<file path="config.mk">
export PLATFORM = sky130hd
export DESIGN_NAME = pipe_reg
export DESIGN_NICKNAME = d
export VERILOG_FILES = /design/src/rtl/pipe_pkg.sv /design/src/rtl/sat_counter.sv /design/src/rtl/pipe_reg.sv
export SDC_FILE = /design/constraint.sdc
export NUM_CORES = 1
export LEC_CHECK = 0
export ABC_AREA = 0
export ABC_CLOCK_PERIOD_IN_PS = 3170
export CORE_AREA = 2 2 134 136
export CTS_BUF_LIST = sky130_fd_sc_hd__clkbuf_16
export CTS_CLUSTER_DIAMETER = 40
export DETAILED_ROUTE_END_ITERATION = 8
export DIE_AREA = 0 0 136 138
export DONT_BUFFER_PORTS = 1
export PLACE_DENSITY = 0.7
export SLEW_MARGIN = 5
export SYNTH_ARGS = -nofsm -noshare
export SYNTH_HDL_FRONTEND = slang
export SYNTH_SLANG_ARGS = --single-unit
</file>
<file path="constraint.sdc">
create_clock -name clk -period 3.17 [get_ports clk]
set_input_delay 0.317 -clock clk [delete_from_list [all_inputs] [get_ports clk]]
set_output_delay 0.317 -clock clk [all_outputs]
set_load 0.1 [all_outputs]
</file>
<file path="src/rtl/pipe_pkg.sv">
// Shared defaults for the pipeline stage register: field widths and the
// all-zero fill value used when a bubble is loaded.
package pipe_pkg;
  localparam int DEF_DATA_W = 32;
  localparam int DEF_A_W    = 5;
  localparam int DEF_TNEW_W = 3;
  localparam int DEF_CNT_W  = 32;

  localparam logic BUBBLE_FILL = 1'b0;
endpackage

</file>
<file path="src/rtl/sat_counter.sv">
// Saturating up-counter used for the stall and bubble statistics.
// It holds at all-ones instead of wrapping.
module sat_counter #(
  parameter int W = 32
) (
  input  logic         clk,
  input  logic         rst,
  input  logic         inc,
  output logic [W-1:0] count
);
  logic [W-1:0] count_q = '0;
  logic [W-1:0] count_d;

  always_comb begin
    count_d = count_q;
    if (inc && (count_q != '1)) count_d = count_q + W'(1);
  end

  always_ff @(posedge clk) begin
    if (rst) count_q <= '0;
    else     count_q <= count_d;
  end

  assign count = count_q;
endmodule

</file>
<file path="src/rtl/pipe_reg.sv">
// One pipeline stage register with stall/flush, Tnew ageing and a
// combinational forwarding-ready flag. There is no backpressure: in_valid
// only qualifies in_a3/in_tnew; stall holds the stage, flush loads a bubble.
module pipe_reg
  import pipe_pkg::*;
#(
  parameter int N_CH     = 4,
  parameter int DATA_W   = DEF_DATA_W,
  parameter int A_W      = DEF_A_W,
  parameter int TNEW_W   = DEF_TNEW_W,
  parameter int DEC_TNEW = 1,
  parameter int CNT_W    = DEF_CNT_W
) (
  input  logic                   clk,
  input  logic                   rst,
  input  logic                   stall,
  input  logic                   flush,
  input  logic                   in_valid,
  input  logic [N_CH*DATA_W-1:0] in_data,
  input  logic [A_W-1:0]         in_a3,
  input  logic [TNEW_W-1:0]      in_tnew,
  output logic                   out_valid,
  output logic [N_CH*DATA_W-1:0] out_data,
  output logic [A_W-1:0]         out_a3,
  output logic [TNEW_W-1:0]      out_tnew,
  output logic                   out_fwd_ok,
  output logic [CNT_W-1:0]       stall_cnt,
  output logic [CNT_W-1:0]       bubble_cnt
);
  logic              valid_q = 1'b0;
  logic [A_W-1:0]    a3_q    = '0;
  logic [TNEW_W-1:0] tnew_q  = '0;
  logic              valid_d;
  logic [A_W-1:0]    a3_d;
  logic [TNEW_W-1:0] tnew_d;
  logic [TNEW_W-1:0] tnew_load;
  logic              load_en;
  logic              bubble_load;
  logic              stall_inc;

  // Flush wins over stall; a plain load happens only when neither is set.
  assign load_en     = !flush && !stall;
  assign bubble_load = flush || (load_en && !in_valid);
  assign stall_inc   = stall && !flush;

  always_comb begin
    tnew_load = in_tnew;
    if (DEC_TNEW != 0) tnew_load = (in_tnew != '0) ? in_tnew - TNEW_W'(1) : '0;
  end

  always_comb begin
    valid_d = valid_q;
    a3_d    = a3_q;
    tnew_d  = tnew_q;
    if (bubble_load) begin
      valid_d = 1'b0;
      a3_d    = {A_W{BUBBLE_FILL}};
      tnew_d  = {TNEW_W{BUBBLE_FILL}};
    end else if (load_en) begin
      valid_d = 1'b1;
      a3_d    = in_a3;
      tnew_d  = tnew_load;
    end
  end

  always_ff @(posedge clk) begin
    if (rst) begin
      valid_q <= 1'b0;
      a3_q    <= '0;
      tnew_q  <= '0;
    end else begin
      valid_q <= valid_d;
      a3_q    <= a3_d;
      tnew_q  <= tnew_d;
    end
  end

  for (genvar k = 0; k < N_CH; k++) begin : g_ch
    logic [DATA_W-1:0] word_q = '0;
    logic [DATA_W-1:0] word_d;

    // A bubble from a plain load keeps the payload; only flush zeroes it.
    always_comb begin
      word_d = word_q;
      if (flush)        word_d = {DATA_W{BUBBLE_FILL}};
      else if (load_en) word_d = in_data[k*DATA_W +: DATA_W];
    end

    always_ff @(posedge clk) begin
      if (rst) word_q <= '0;
      else     word_q <= word_d;
    end

    assign out_data[k*DATA_W +: DATA_W] = word_q;
  end

  sat_counter #(.W(CNT_W)) u_stall_cnt (
    .clk   (clk),
    .rst   (rst),
    .inc   (stall_inc),
    .count (stall_cnt)
  );

  sat_counter #(.W(CNT_W)) u_bubble_cnt (
    .clk   (clk),
    .rst   (rst),
    .inc   (bubble_load),
    .count (bubble_cnt)
  );

  assign out_valid  = valid_q;
  assign out_a3     = a3_q;
  assign out_tnew   = tnew_q;
  assign out_fwd_ok = valid_q && (tnew_q == '0) && (a3_q != '0);
endmodule

</file>
* Word-level counts from Yosys, hierarchy flattened
Index checks and enable logic that the tools add are counted.
Word-level totals: register bits 201, latch bits 0, memory bits (writable) 0, ROM bits 0, logic and storage cells 31, memories kept 0
Cells by class: add/subtract/negate cells 3, $mul 0, divide/modulo/power cells 0, $lt $le $gt $ge 0, equality and inequality tests 2, shift-type cells 0, muxes and demuxes 1, bitwise gates (word level) 0, reduce and logical (&&, ||, !) cells 16
Operators with widths (count):
- adder 32 x 1 -> 32 bit, second input constant | 2
- != test 32 bit, second input constant | 2
- logical AND 1 bit | 7
- nonzero test 5 bit | 1
- OR reduction 2 bit | 2
- zero test 1 bit | 3
- zero test 3 bit | 1
- 2-to-1 mux 3 bit | 1
- nonzero test 3 bit | 1
- subtractor 3 x 1 -> 3 bit, second input constant | 1
- logical OR 1 bit | 1

* Depth between registers and ports, before layout
depth after elaboration 5, depth in mapped cells 8, depth with buffers taken out 6

* Modules after synthesis
From an unflattened synthesis, not the netlist that was laid out.
Second synthesis, totals: cell total of the unflattened synthesis 863, area total of the unflattened synthesis 8220.4 sq um
Modules (own cells, without submodules):
- pipe_reg | instances 1, cells an instance 465, area an instance 4872.2 sq um
- sat_counter | instances 2, cells an instance 199, area an instance 1674.1 sq um

* Worst setup path after synthesis
No wires, ideal clock.
path kind reg2out, start register valid_q (netlist: out_valid), end output port out_fwd_ok, data arrival time 3062 ps, data required time 2853 ps, slack -209 ps, stages on the path, launching flop included 3, cell sequence dfxtp_1 or4b_2 a21oi_1
On the way: longest elaborated chain between the ends 2
RTL lines:
- from (decl) | RTL line pipe_reg.sv:30 | logic valid_q = 1'b0;
- from (signal assigned) | RTL line pipe_reg.sv:72 | valid_q <= valid_d;
- logical AND 1 bit (2 in series) | RTL line pipe_reg.sv:114 | assign out_fwd_ok = valid_q && (tnew_q == '0) && (a3_q != '0);
- to (decl) | RTL line pipe_reg.sv:26 | output logic out_fwd_ok,
Every way passes these cells.

* Worst setup path in the final report
start register u_bubble_cnt.count_q[21] (netlist: u_bubble_cnt.count[21]), end register u_bubble_cnt.count_q[15] (netlist: u_bubble_cnt.count[15])
On the way: longest elaborated chain between the ends 2
RTL lines:
- from (decl) | RTL line sat_counter.sv:11 | logic [W-1:0] count_q = '0;
- from (signal assigned) | RTL line sat_counter.sv:21 | else count_q <= count_d;
- != test 32 bit | RTL line sat_counter.sv:16 | if (inc && (count_q != '1)) count_d = count_q + W'(1);
- logical AND 1 bit | RTL line sat_counter.sv:16
Every way passes these cells. A chain may end at the register's enable or synchronous reset.

==> results.cfg <==
[yosys]
synth_seq_cells = 201
synthArstFlopShare_pct = 0
yosysWarnings = 0
syn_area_per_cell_sq_um = 9.38
netlist_area_sq_um = 8040
yosysSeqAreaShare_pct = 50.0
synth_top_cell_by_area = dfxtp_1
yosysTopAreaCellShare_pct = 50.0
synth_area_leaders = dfxtp_1, mux2i_1, nor2_1, a21oi_1, or3_1
syn-num-nets = 1002
synthCells = 857
yosysMostFrequentCell = dfxtp_1
synth_cell_types = 44
synth_edf_count = 0
ys_dominant_reg_cell = dfxtp_1
synth_common_cells = dfxtp_1, nor2_1, mux2i_1, a21oi_1, nand2_1

[sta]
finalHoldViolCount = 0
worst_pin_slew_ns = 1.11
slew_violations = 0
hold_ws_ns = 0.0212
setup_violations = 0
fin_ws_ns = 0.734
slew_headroom_pct = 25.9
finalCritPeriodShare_pct = 76.9
rsz0062_at_grt = false
timing.fmax_ghz = 0.410
tns_ns = 0
clock_skew_ns = 0.0113
fin_crit_ns = 2.44

[floorplan]
initial_core_util_pct = 45.9
die_x_microns = 136
num_rows = 49
die_area_sq_um = 18800
core_sq_um = 17500
die_y_microns = 138
io_pins = 343

[flow_run]
maxCapViolCount = 0

[worst_setup_path]
worstSetupPathType = reg2reg
endpoint_kind = register
cp.required_ns = 3.63
slowest_stage = o311ai_1
path_max_fanout = 8
crit_path_start_kind = register
critPathArrivalTime_ns = 2.89
path_cells = nand4_1 > or4_1 > o311ai_1 > o21ai_0 > a21oi_1
path_buf_inv = 0
critPathTopFamily = compound AO/OA/AOI/OAI gates
critPathMaxStageDelay_ns = 0.78

[clock_tree]
htreeDepth = 1
postCtsSetupBuffers = 0
cts_hold_repair.buffers = 168
cts.path.max_buffers = 3
cts_buffers = 28
root_buffer = clkbuf_16
clk_pin_slew_worst_paths_ns = 0.05
cts_tree = yes
clock_latency_ns = 0.54
cts_resized = 0
clkSinkCount = 201

[finish]
final_area_sq_um = 11400
final_core_util_pct = 65.1
area_growth_pct = 41.9
layout.nets = 1230
drive_gt1_share_pct = 12.9
fin_cells = 1335

[power_and_ir_drop]
p_leak_nw = 4.53
vdd_ir_drop_max_mv = 0.498
power.total_mw = 6.71
power_density_nw_per_um2 = 588

[grt]
overflow = 0
antenna_found_initial = 1
grt_pass1_wl_microns = 40700
grt_pass1_vias = 7537
gr-usage-all-layers_pct = 27.1
grt_max_degree = 134

[routing]
num_vias = 7381
route.detailed.drc = 0
vias_per_cell = 5.53
drt_iter0_markers = 376
drt_first_pass_iters = 5
ant_nets = 0
wl_per_cell_microns = 19.9
totalWireLength_microns = 26600

[placed_design]
placed_cells = 1116
pre_cts_slack_ns = 0.771
placed_area_sq_um = 8740
port_buffers = 0
routabilityCongestion = 0.827
hpwlAfterDp_microns = 15100

[hold_path]
hp-class = in2reg

[outcome]
outcome = finished clean
## worst paths after layout
| path | startpoint | to | slack (ns) | cells past startpoint |
|---|---|---|---|---|
| worst min-delay path | in_tnew[0] | out_tnew[0] | 0.02 | 3 |
| worst min register to register | u_stall_cnt.count[1] | u_stall_cnt.count[1] | 0.49 | 2 |
| worst max register to register | u_bubble_cnt.count[21] | u_bubble_cnt.count[15] | 0.73 | 5 |
| worst max-delay path | u_bubble_cnt.count[21] | u_bubble_cnt.count[15] | 0.73 | 5 |
## cell families after synthesis
logic type,after synthesis,synth area share (%)
mux,130,16.2
xor+xnor,22,2.40
simple gates,329,19.6
buf+inv,60,3.00
compound gates,111,8.18
flops,201,50.0
fa+ha+maj,4,0.622
## sequential cells by signal, summed over array words and instances (netlist names)
| signal | count |
|---|---|
| out_tnew | 3 |
| u_bubble_cnt.count | 32 |
| out_valid | 1 |
| out_a3 | 5 |
| u_stall_cnt.count | 32 |
| g_ch.word_q | 128 |
## worst register-to-register path: stages, from the launching register on
cell and delay [ns]:
dfxtp_1 0.34, nand4_1 0.23, or4_1 0.64, o311ai_1 0.78, o21ai_0 0.21, a21oi_1 0.16
## power by group
| group | switching (mW) | total, mW | internal [mW] |
|---|---|---|---|
| Sequential | 0.435 | 3.02 | 2.59 |
| Combinational | 0.225 | 0.481 | 0.256 |
| Clock | 1.23 | 3.20 | 1.97 |
| Total | 1.89 | 6.71 | 4.82 |
## layer usage
metal	part of all wire [%]	up-vias	wire, microns	track usage, %
met3	9.4	88	2490	8.98
met2	50	361	13200	46.4
met1	37	3456	9770	29.6
met5	0	-	0	0
met4	4.2	0	1130	13.5
li1	-	3476	-	-
## cells in the final DEF (no fill, tap or decap), types with 3 or more instances in the layout
| cell | count |
|---|---|
| xnor2_1 | 17 |
| or2_2 | 5 |
| or3_1 | 26 |
| nor2b_1 | 3 |
| and3_1 | 7 |
| mux2i_1 | 129 |
| nand3_1 | 17 |
| ha_1 | 4 |
| a21oi_1 | 46 |
| xor2_1 | 5 |
| inv_1 | 13 |
| dlygate4sd3_1 | 167 |
| and4_1 | 8 |
| buf_4 | 77 |
| nor3_1 | 7 |
| a31oi_1 | 5 |
| nor2_1 | 166 |
| bufinv_16 | 4 |
| o2111ai_1 | 3 |
| o21ai_0 | 27 |
| o31ai_1 | 12 |
| nand2_1 | 40 |
| inv_8 | 3 |
| nor4_1 | 5 |
| clkbuf_16 | 28 |
| clkinv_2 | 3 |
| inv_6 | 3 |
| clkinvlp_4 | 4 |
| or4_1 | 12 |
| nand4_1 | 23 |
| a211oi_1 | 7 |
| dfxtp_1 | 199 |
## final cells by class
class                           instances  area [sq um]
Clock inverter                         22           267
Antenna cell                            1          2.50
Multi-Input combinational cell        596          3790
Sequential cell                       201          4030
Inverter                               12          45.0
Fill cell                            1309          6120
Timing Repair Buffer                  246          2300
Tap cell                              229           287
Clock buffer                           28           701
Power figures use the tool's default switching activity.
